[config.mk]
export PLATFORM = sky130hd
export DESIGN_NAME = io_periph_flat
export DESIGN_NICKNAME = d
export VERILOG_FILES = /design/src/rtl/io_periph_pkg.sv /design/src/rtl/io_periph_if.sv /design/src/rtl/io_periph_debouncer.sv /design/src/rtl/io_periph.sv /design/src/flat_wrapper.sv
export SDC_FILE = /design/constraint.sdc
export NUM_CORES = 1
export LEC_CHECK = 0
export CAP_MARGIN = 20
export CORE_MARGIN = 3
export CORE_UTILIZATION = 50
export CTS_CLUSTER_DIAMETER = 120
export DETAILED_ROUTE_END_ITERATION = 8
export HOLD_SLACK_MARGIN = 0.15
export PLACE_DENSITY = 0.74
export SETUP_SLACK_MARGIN = 0.05
export SLEW_MARGIN = 20
export SYNTH_ARGS = -nofsm -noshare
export SYNTH_HDL_FRONTEND = slang
export SYNTH_SLANG_ARGS = --single-unit
[constraint.sdc]
create_clock -name clk -period 3.15 [get_ports clk]
set_input_delay 0.7875 -clock clk [delete_from_list [all_inputs] [get_ports clk]]
set_output_delay 0.7875 -clock clk [all_outputs]
set_load 0.02 [all_outputs]
[src/rtl/io_periph_pkg.sv]
// io_pkg: shared constants for the memory-mapped IO responder.
//   - Register offsets relative to the IO window base.
//   - Hex-digit to seven-segment lookup (active-low, bit 7 = dp, kept off).
//   - Reset values for the display drivers.
package io_pkg;

    localparam logic [31:0] IO_LED   = 32'h0000_0060;
    localparam logic [31:0] IO_SEG   = 32'h0000_0064;
    localparam logic [31:0] IO_SEGEN = 32'h0000_0068;
    localparam logic [31:0] IO_BTN   = 32'h0000_0074;

    localparam logic [7:0] SEG_OFF   = 8'hFF;
    localparam logic [7:0] SEGEN_RST = 8'hFF;

    // Index = nibble value; listed from F down to 0 so HEX_SEG[n] is digit n.
    // Segment order within each byte is {dp, g, f, e, d, c, b, a}, all active-low.
    localparam logic [15:0][7:0] HEX_SEG = {
        8'h8E, 8'h86, 8'hA1, 8'hC6, 8'h83, 8'h88, 8'h90, 8'h80,
        8'hF8, 8'h82, 8'h92, 8'h99, 8'hB0, 8'hA4, 8'hF9, 8'hC0
    };

endpackage

[src/rtl/io_periph_if.sv]
// io_periph_if: CPU <-> IO responder bus.
//   ioRead / ioWrite : single-cycle access strobes from the CPU
//   addr             : byte address (ALU result)
//   w_data           : store data, meaningful only with ioWrite
//   kdata / bdata    : read halves returned by the peripheral, always driven
// master = CPU side, slave = peripheral side.
interface io_periph_if;
    logic        ioRead;
    logic        ioWrite;
    logic [31:0] addr;
    logic [31:0] w_data;
    logic [15:0] kdata;
    logic [15:0] bdata;

    modport master (
        output ioRead, ioWrite, addr, w_data,
        input  kdata, bdata
    );

    modport slave (
        input  ioRead, ioWrite, addr, w_data,
        output kdata, bdata
    );
endinterface

[src/rtl/io_periph_debouncer.sv]
// debouncer: one button input.
//   clk, rst_n : system clock, asynchronous active-low reset
//   din        : raw asynchronous pin
//   dout       : debounced level
// A 2-FF synchronizer feeds a counter that must see the synced value differ
// from the accepted level for DEBOUNCE_CYCLES consecutive cycles before the
// accepted level flips. Any return to the accepted level restarts the count.
module debouncer #(
    parameter int DEBOUNCE_CYCLES = 1_000_000
) (
    input  logic clk,
    input  logic rst_n,
    input  logic din,
    output logic dout
);

    localparam int CW = (DEBOUNCE_CYCLES > 1) ? $clog2(DEBOUNCE_CYCLES) : 1;
    localparam logic [CW-1:0] CNT_LAST = CW'(DEBOUNCE_CYCLES - 1);

    logic          sync1_q, sync2_q;
    logic          stable_q, stable_d;
    logic [CW-1:0] cnt_q, cnt_d;

    always_comb begin
        stable_d = stable_q;
        cnt_d    = '0;
        if (sync2_q != stable_q) begin
            if (cnt_q == CNT_LAST) begin
                stable_d = ~stable_q;
            end else begin
                cnt_d = cnt_q + CW'(1);
            end
        end
    end

    always_ff @(posedge clk or negedge rst_n) begin
        if (!rst_n) begin
            sync1_q  <= 1'b0;
            sync2_q  <= 1'b0;
            stable_q <= 1'b0;
            cnt_q    <= '0;
        end else begin
            sync1_q  <= din;
            sync2_q  <= sync1_q;
            stable_q <= stable_d;
            cnt_q    <= cnt_d;
        end
    end

    assign dout = stable_q;

endmodule

[src/rtl/io_periph.sv]
// io_periph: memory-mapped IO responder.
//   clk, rst_n : system clock, asynchronous active-low reset
//   bus        : io_periph_if.slave (ioRead, ioWrite, addr, w_data in;
//                kdata = synced switches, bdata = buttons + sticky flags out)
//   sw         : raw switch pins
//   btn        : raw button pins, active-high
//   led        : LED register
//   seg_an     : digit anodes, active-low
//   seg_cat    : segment cathodes, active-low, dp always off
module io_periph
    import io_pkg::*;
#(
    parameter logic [31:0] BASE_ADDR       = 32'hFFFF_FC00,
    parameter int          DEBOUNCE_CYCLES = 1_000_000,
    parameter int          SCAN_DIV        = 100_000
) (
    input  logic        clk,
    input  logic        rst_n,
    io_periph_if.slave  bus,
    input  logic [15:0] sw,
    input  logic [4:0]  btn,
    output logic [15:0] led,
    output logic [7:0]  seg_an,
    output logic [7:0]  seg_cat
);

    localparam int PW = (SCAN_DIV > 1) ? $clog2(SCAN_DIV) : 1;
    localparam logic [PW-1:0] PRESC_LAST = PW'(SCAN_DIV - 1);

    logic [15:0] led_q, led_d;
    logic [31:0] seg_val_q, seg_val_d;
    logic [7:0]  seg_en_q, seg_en_d;
    logic [15:0] sw_s1_q, sw_s2_q;
    logic [4:0]  btn_stable;
    logic [4:0]  btn_prev_q;
    logic [4:0]  flag_q, flag_d;
    logic [4:0]  btn_rise, flag_vis;
    logic [PW-1:0] presc_q, presc_d;
    logic [2:0]  digit_q, digit_d;
    logic [7:0]  seg_an_q, seg_an_d;
    logic [7:0]  seg_cat_q, seg_cat_d;
    logic        wr_led, wr_seg, wr_segen, rd_btn;

    for (genvar i = 0; i < 5; i++) begin : g_btn
        debouncer #(
            .DEBOUNCE_CYCLES(DEBOUNCE_CYCLES)
        ) u_db (
            .clk  (clk),
            .rst_n(rst_n),
            .din  (btn[i]),
            .dout (btn_stable[i])
        );
    end

    always_comb begin
        wr_led   = bus.ioWrite && (bus.addr == BASE_ADDR + IO_LED);
        wr_seg   = bus.ioWrite && (bus.addr == BASE_ADDR + IO_SEG);
        wr_segen = bus.ioWrite && (bus.addr == BASE_ADDR + IO_SEGEN);
        rd_btn   = bus.ioRead  && (bus.addr == BASE_ADDR + IO_BTN);
    end

    // Register writes.
    always_comb begin
        led_d     = wr_led   ? bus.w_data[15:0] : led_q;
        seg_val_d = wr_seg   ? bus.w_data       : seg_val_q;
        seg_en_d  = wr_segen ? bus.w_data[7:0]  : seg_en_q;
    end

    // A rise of the debounced level is visible in bdata on the very edge it
    // happens, before flag_q can capture it one edge later. Treating the rise
    // as part of the flag makes a clear on the rising edge lose to the set,
    // while a clear on any later edge drops it.
    always_comb begin
        btn_rise = btn_stable & ~btn_prev_q;
        flag_vis = flag_q | btn_rise;
        flag_d   = rd_btn ? 5'b0 : flag_vis;
    end

    // Display scan: the anode/cathode registers sample digit_q, so they trail
    // it by one cycle but always switch together.
    always_comb begin
        presc_d = (presc_q == PRESC_LAST) ? '0 : presc_q + PW'(1);
        digit_d = (presc_q == PRESC_LAST) ? digit_q + 3'd1 : digit_q;
        seg_an_d  = seg_en_q[digit_q] ? ~(8'h01 << digit_q) : SEG_OFF;
        seg_cat_d = HEX_SEG[seg_val_q[{digit_q, 2'b00} +: 4]];
    end

    always_ff @(posedge clk or negedge rst_n) begin
        if (!rst_n) begin
            led_q      <= '0;
            seg_val_q  <= '0;
            seg_en_q   <= SEGEN_RST;
            sw_s1_q    <= '0;
            sw_s2_q    <= '0;
            btn_prev_q <= '0;
            flag_q     <= '0;
            presc_q    <= '0;
            digit_q    <= '0;
            seg_an_q   <= SEG_OFF;
            seg_cat_q  <= SEG_OFF;
        end else begin
            led_q      <= led_d;
            seg_val_q  <= seg_val_d;
            seg_en_q   <= seg_en_d;
            sw_s1_q    <= sw;
            sw_s2_q    <= sw_s1_q;
            btn_prev_q <= btn_stable;
            flag_q     <= flag_d;
            presc_q    <= presc_d;
            digit_q    <= digit_d;
            seg_an_q   <= seg_an_d;
            seg_cat_q  <= seg_cat_d;
        end
    end

    assign bus.kdata = sw_s2_q;
    assign bus.bdata = {3'b000, flag_vis, 3'b000, btn_stable};
    assign led       = led_q;
    assign seg_an    = seg_an_q;
    assign seg_cat   = seg_cat_q;

endmodule

[src/flat_wrapper.sv]
// flat-port wrapper written by rule: the top's interface ports become plain ports
module io_periph_flat import io_pkg::*;
#(
    parameter logic [31:0] BASE_ADDR       = 32'hFFFF_FC00,
    parameter int          DEBOUNCE_CYCLES = 1_000_000,
    parameter int          SCAN_DIV        = 100_000
)
  (clk, rst_n, sw, btn, led, seg_an, seg_cat, bus_ioRead, bus_ioWrite, bus_addr, bus_w_data, bus_kdata, bus_bdata);
  io_periph_if bus_i ();
  input  logic clk;
  input  logic rst_n;
  input  logic [15:0] sw;
  input  logic [4:0] btn;
  output logic [15:0] led;
  output logic [7:0] seg_an;
  output logic [7:0] seg_cat;
  input wire logic [$bits(bus_i.ioRead)-1:0] bus_ioRead;
  input wire logic [$bits(bus_i.ioWrite)-1:0] bus_ioWrite;
  input wire logic [$bits(bus_i.addr)-1:0] bus_addr;
  input wire logic [$bits(bus_i.w_data)-1:0] bus_w_data;
  output wire logic [$bits(bus_i.kdata)-1:0] bus_kdata;
  output wire logic [$bits(bus_i.bdata)-1:0] bus_bdata;
  assign bus_i.ioRead = bus_ioRead;
  assign bus_i.ioWrite = bus_ioWrite;
  assign bus_i.addr = bus_addr;
  assign bus_i.w_data = bus_w_data;
  assign bus_kdata = bus_i.kdata;
  assign bus_bdata = bus_i.bdata;
  io_periph #(.BASE_ADDR(BASE_ADDR), .DEBOUNCE_CYCLES(DEBOUNCE_CYCLES), .SCAN_DIV(SCAN_DIV)) u_core (.clk(clk), .rst_n(rst_n), .bus(bus_i), .sw(sw), .btn(btn), .led(led), .seg_an(seg_an), .seg_cat(seg_cat));
endmodule
==> metrics.cfg, run 1 <==
[route]
first_pass_iters = 5
totalWireLength_mm = 22.0
ant_nets = 0
viasPerCell = 5.42
wl_per_cell_um = 16.0
drtIter0Drc = 364
drcViolationCount = 0
route.vias.total = 7468

[sta]
slew_violations = 0
rsz0062_at_grt = false
fmax_mhz = 377
post-route-period-util = 0.841
hold_viol = 0
setup_violations = 0
fin_crit_ns = 2.65
fin_skew_ns = 0.0200
tightestPinTransition_ns = 0.696
maxSlewHeadroom = 0.531

[power_and_ir_drop]
cellLeakagePower_nw = 5.80
ir_drop_uv = 425
cellPowerDensity_nw_per_um2 = 480

[logic_synthesis]
avgSynthCellArea_um2 = 11.7
synth_area_um2 = 10900
async_flop_share = 1.00
yosys-top-cells-area = dfrtp_1, dfstp_2, mux2_2
yosysWarnings = 0
ys_types = 47
dominantRegCellSynth = dfrtp_1
yosysSeqAreaShare = 0.573
synth_edf_count = 0
ys_seq_elements = 248
synth_top_area_share = 0.518
yosys.area.top_type = dfrtp_1
syn_inst = 926

[layout]
register_area_um2 = 6230
diodes = 0
fillers = 1701
multi_input_area_um2 = 4340
layout.cells.non_filler = 1377
final_cell_mix = dfrtp_1, clkdlybuf4s50_1, nor2_1, nand2_1
drive_gt1_frac = 0.131
fin_area_um2 = 13500
area_growth_pct = 24.2
final_common_cell = dfrtp_1
nNetsFinal = 1189

[setup_path]
crit_path_top_delay_cell = clkdlybuf4s50_1
critical_path_class = reg2out
crit_chain = a21oi_1, inv_1, clkdlybuf4s50_1
path_max_fanout = 2
path_buf_inv = 2
endpoint_kind = output port
startpoint_type = flip-flop
cp.arrival_ns = 1.86
cpLargestDelayFamily = buffers and inverters
crit_required_ns = 2.36
max_stage_delay_ns = 0.55

[placement]
dp_cells = 1330
placed_cell_area_um2 = 12700
place_congestion = 0.792
dpl.hpwl_mm = 15.6
io_buffers = 145

[clock_tree]
cts_resized = 0
clk_latency_ns = 0.53
htree_num_levels = 1
cts_tree = yes
cts_buffers = 26
clockRootBuffer = clkbuf_16
post-cts-setup-buffers = 0
cts.path.max_buffers = 3
clk_pin_slew_ns = 0.06
hold_buffers = 0
clock-sinks = 248

[grt]
antenna_found_initial = 1
grt_use_total = 0.189
grt_pass1_wl_mm = 37.6
first_global_vias = 7605
overflow = 0
grt_max_degree = 87

[run_status]
status = finished clean

[floorplanning]
rows = 53
ios = 153
dieWidth_um = 154
start_util = 0.513
die-area_um2 = 23600
fp.dieH_um = 154
coreArea_um2 = 21200

[min_path]
hold_class = in2async

[run]
drv_cap = 0

-- through the flow --
step	setup TNS, ns	utilization	hold slack [ns]	setup WS (ns)	total power [mW]
after CTS	0	0.637	0.254	0.432	6.57
after detailed placement	-0.626	0.598	0.336	-0.0393	3.62
final	0	0.637	0.242	0.501	6.48
after global routing	0	0.637	0.274	0.327	6.71
after global placement	-0.222	0.598	0.331	-0.0219	3.61
after floorplan	0	-	0.331	0.577	3.39
-- metal layers --
metal | global-route usage | wire (µm)
met5 | 0 | 13
met4 | 0.0408 | 445
met3 | 0.0433 | 1200
met2 | 0.327 | 10700
met1 | 0.245 | 9600
-- cells in the mapped netlist (24+ instances only) --
| library cell | count |
|---|---|
| a21oi_1 | 42 |
| dfrtp_1 | 225 |
| inv_1 | 32 |
| mux2_1 | 30 |
| mux2_2 | 35 |
| nand2_1 | 45 |
| nand3_1 | 42 |
| nand4_1 | 32 |
| nor2_1 | 78 |
| o21ai_0 | 28 |
| or3_1 | 27 |
| or4_1 | 24 |
| xnor2_1 | 32 |
| xor2_1 | 39 |
-- flip-flops by register name (all words and copies together), names as in the netlist --
register / flops
u_core.g_btn.u_db.cnt_q: 100
u_core.seg_val_q: 32
u_core.presc_q: 17
u_core.bus.kdata: 16
u_core.led: 16
u_core.sw_s1_q: 16
u_core.seg_an: 8
u_core.seg_en_q: 8
u_core.seg_cat: 7
u_core.btn_prev_q: 5
u_core.flag_q: 5
u_core.g_btn.u_db.dout: 5
u_core.g_btn.u_db.sync1_q: 5
u_core.g_btn.u_db.sync2_q: 5
u_core.digit_q: 3
-- cell type report --
cell class	instances	share of cell area
tap	275	0.0255
clock inverter	6	0.00537
multi-input combinational	609	0.321
clock buffer	41	0.0553
inverter	33	0.00916
sequential	248	0.461
timing repair buffer	165	0.123
-- worst paths after layout --
| check | to | slack (ns) | cells past startpoint | startpoint |
|---|---|---|---|---|
| max | bus_bdata[11] | 0.50 | 3 | u_core.g_btn[3].u_db.dout |
| min | u_core.seg_val_q[26] | 0.24 | 1 | rst_n |
| max reg2reg | u_core.seg_cat[0] | 0.58 | 6 | u_core.digit_q[0] |
| min reg2reg | u_core.bus.kdata[5] | 0.35 | 0 | u_core.sw_s1_q[5] |
| max in group asynchronous | u_core.g_btn[2].u_db.cnt_q[10] | 2.08 | 2 | rst_n |
| min in group clk | u_core.bus.kdata[5] | 0.35 | 0 | u_core.sw_s1_q[5] |
-- cell families after synthesis --
family                     share of synthesized area
AOI/OAI and AO/OA                             0.0534
xor gates and xnor gates                      0.0572
adders and majority gates                     0.0196
buffers and inverters                         0.0320
DFF                                            0.573
muxes                                         0.0979
other                                       0.000690
and+or+nand+nor                                0.166
-- where the power goes --
group / total (mW) / internal [mW] / switching, mW
sequential: 3.26 / 3.23 / 0.0262
clock: 2.93 / 1.71 / 1.22
combinational: 0.297 / 0.147 / 0.150
total: 6.48 / 5.09 / 1.39
-- worst reg2reg max path: cells and delay by family (launching register included) --
family | cells | cell delay [ns]
adders and majority gates | 1 | 0.25
DFF | 1 | 0.68
and+or+nand+nor | 1 | 0.16
muxes | 2 | 1.06
buffers and inverters | 1 | 0.13
AOI/OAI and AO/OA | 1 | 0.22
No activity file was read; power rests on OpenSTA's default activity.
==> run 2: changes to the inputs <==
--- a/config.mk
+++ b/config.mk
@@ -7,11 +7,11 @@
 export LEC_CHECK = 0
 export CAP_MARGIN = 20
 export CORE_MARGIN = 3
-export CORE_UTILIZATION = 50
+export CORE_UTILIZATION = 49
 export CTS_CLUSTER_DIAMETER = 120
 export DETAILED_ROUTE_END_ITERATION = 8
 export HOLD_SLACK_MARGIN = 0.15
-export PLACE_DENSITY = 0.74
+export PLACE_DENSITY = 0.76
 export SETUP_SLACK_MARGIN = 0.05
 export SLEW_MARGIN = 20
 export SYNTH_ARGS = -nofsm -noshare
==> constraint.sdc (replaced) <==
create_clock -name clk -period 2.3 [get_ports clk]
set_input_delay 0.575 -clock clk [delete_from_list [all_inputs] [get_ports clk]]
set_output_delay 0.575 -clock clk [all_outputs]
set_load 0.02 [all_outputs]
==> run 2 against run 1 <==
Sequential power rose by 37%. Core utilization is 2.2 points higher. Total power rose by 42%. Clock power grew 47%. Largest cell class unchanged. Final area up 4.4%. Hold slack improved by 0.10 ns. Via count is 4.2% higher. Sequential share of layout area decreased by 1.9 points.
==> metrics.cfg, run 2 (synthesis gave the netlist of run 1 again) <==
[run_status]
status = finished clean

[setup_path]
endpoint_kind = flip-flop
crit_path_top_delay_cell = or4_4
max_stage_delay_ns = 0.62
startpoint_type = input port
crit_required_ns = 2.71
cp-startpoint = bus_addr[10]
crit_chain = dlygate4sd2_1, nand4_1, or4_4, nor4_4, buf_4, clkbuf_16, mux2_4
critical_path_class = in2reg
path_buf_inv = 3
cpLargestDelayFamily = simple AND/OR/NAND/NOR gates
timing.rr.start = u_core.presc_q[12]
r2r_setup_slack_ns = 0.11
path_max_fanout = 8
cp.arrival_ns = 2.63

[layout]
fin_area_um2 = 14100
largest_reg_flops = 100
reg.largest.list = u_core.g_btn.u_db.cnt_q x100, u_core.seg_val_q x32, u_core.presc_q x17
layout.cells.non_filler = 1420
nNetsFinal = 1230
top_register = u_core.g_btn.u_db.cnt_q
area_growth_pct = 29.8
diodes = 0
final_cell_mix = dfrtp_1, clkdlybuf4s50_1, nor2_1, buf_4, nand2_1
multi_input_area_um2 = 4480
drive_gt1_frac = 0.195
final_common_cell = dfrtp_1
register_area_um2 = 6240
fillers = 1602

[grt]
grt_pass1_wl_mm = 39.3
grt_max_degree = 60
overflow = 0
met1_usage = 0.266
met3_usage = 0.0398
top_usage_layer = met2
met2_usage = 0.327
first_global_vias = 7926
antenna_found_initial = 0
grt_use_total = 0.196

[clock_tree]
cts_buffers = 27
clockRootBuffer = clkbuf_16
clock-sinks = 248
clk_latency_ns = 0.53
cts_tree = yes
clk_pin_slew_ns = 0.06
cts.path.max_buffers = 3
htree_num_levels = 1

[route]
first_pass_iters = 5
wl_per_cell_um = 16.9
drcViolationCount = 0
drtIter0Drc = 322
ant_nets = 0
viasPerCell = 5.48
route.vias.total = 7780
totalWireLength_mm = 23.9

[placement]
dp_cells = 1355
placed_cell_area_um2 = 13000
dpl.hpwl_mm = 16.3
place_congestion = 0.799
io_buffers = 145

[sta]
fin_skew_ns = 0.0227
rsz0062_at_grt = true
hold_viol = 0
post-route-period-util = 0.964
fin_crit_ns = 2.22
fmax_mhz = 451
holdWs_ns = 0.346
setup_violations = 0
slew_violations = 0

[min_path]
hold_class = reg2reg
hp-start = u_core.g_btn[0].u_db.sync1_q

[power_and_ir_drop]
ir_drop_uv = 669
cellLeakagePower_nw = 6.21
cellPowerDensity_nw_per_um2 = 652

[floorplanning]
rows = 53
start_util = 0.508
fp.dieH_um = 155
die-area_um2 = 24000
dieWidth_um = 155
coreArea_um2 = 21400
ios = 153

[run]
drv_cap = 0

run 2: cell types whose count changed in the layout (fill, tap and decap cells not counted), moves of 12 or more:
| cell | change |
|---|---|
| clkdlybuf4s50_1 | -44 |
| dlygate4sd2_1 | +30 |
| buf_4 | +33 |
| mux2_1 | -24 |
| dlymetal6s2s_1 | +12 |
| mux2_4 | +24 |
run 2: stage by stage:
| stage | utilization | TNS, ns | worst slack (ns) | total power [mW] |
|---|---|---|---|---|
| after detailed placement | 0.605 | -29.23 | -0.646 | 4.98 |
| after CTS | 0.652 | 0 | 0.0209 | 9.31 |
| final | 0.659 | 0 | 0.0828 | 9.20 |
| after global routing | 0.659 | 0 | 0.0233 | 9.54 |
| after floorplan | - | -1.09 | -0.0494 | 4.64 |
| after global placement | 0.605 | -29.01 | -0.627 | 4.97 |
run 2: routing by layer:
| metal | wire, µm | vias to the layer above | part of all wire |
|---|---|---|---|
| met2 | 11900 | 179 | 0.50 |
| met1 | 10400 | 3874 | 0.43 |
| met4 | 506 | 0 | 0.021 |
| met3 | 1100 | 35 | 0.046 |
| met5 | 0 | - | 0 |
| li1 | - | 3692 | - |
run 2: worst paths after layout:
check	endpoint	cells after the start
worst max register to register	u_core.digit_q[1]	4
max in group asynchronous	u_core.bus.kdata[15]	3
worst max-delay path	u_core.seg_val_q[23]	7
worst min-delay path	u_core.g_btn[0].u_db.sync2_q	0
worst min register to register	u_core.g_btn[0].u_db.sync2_q	0
min in group asynchronous	u_core.g_btn[2].u_db.dout	2
run 2: cell type report:
class / instances / area share
multi-input combinational: 609 / 0.317
clock buffer: 39 / 0.0539
tap: 275 / 0.0244
clock inverter: 11 / 0.00984
inverter: 33 / 0.00878
timing repair buffer: 205 / 0.144
sequential: 248 / 0.442
run 2: worst register-to-register path, cell delays in order (launching register included):
cell	delay [ns]
dfrtp_1	0.42
or4b_2	0.66
nor4b_1	0.35
and4_1	0.32
mux2_2	0.35
run 2: report_power, final:
part           switching (mW)  internal (mW)
combinational           0.220          0.208
clock                    1.68           2.63
sequential             0.0386           4.43
run 2: repair_timing:
item	4_1_cts	5_1_grt
setup buffers	5	6
cloned	2	1
endpoints found under the setup margin	47	51
hold buffers	1	0
gates resized for setup	44	25
pin swaps	6	7
endpoints found under the hold margin	50	0
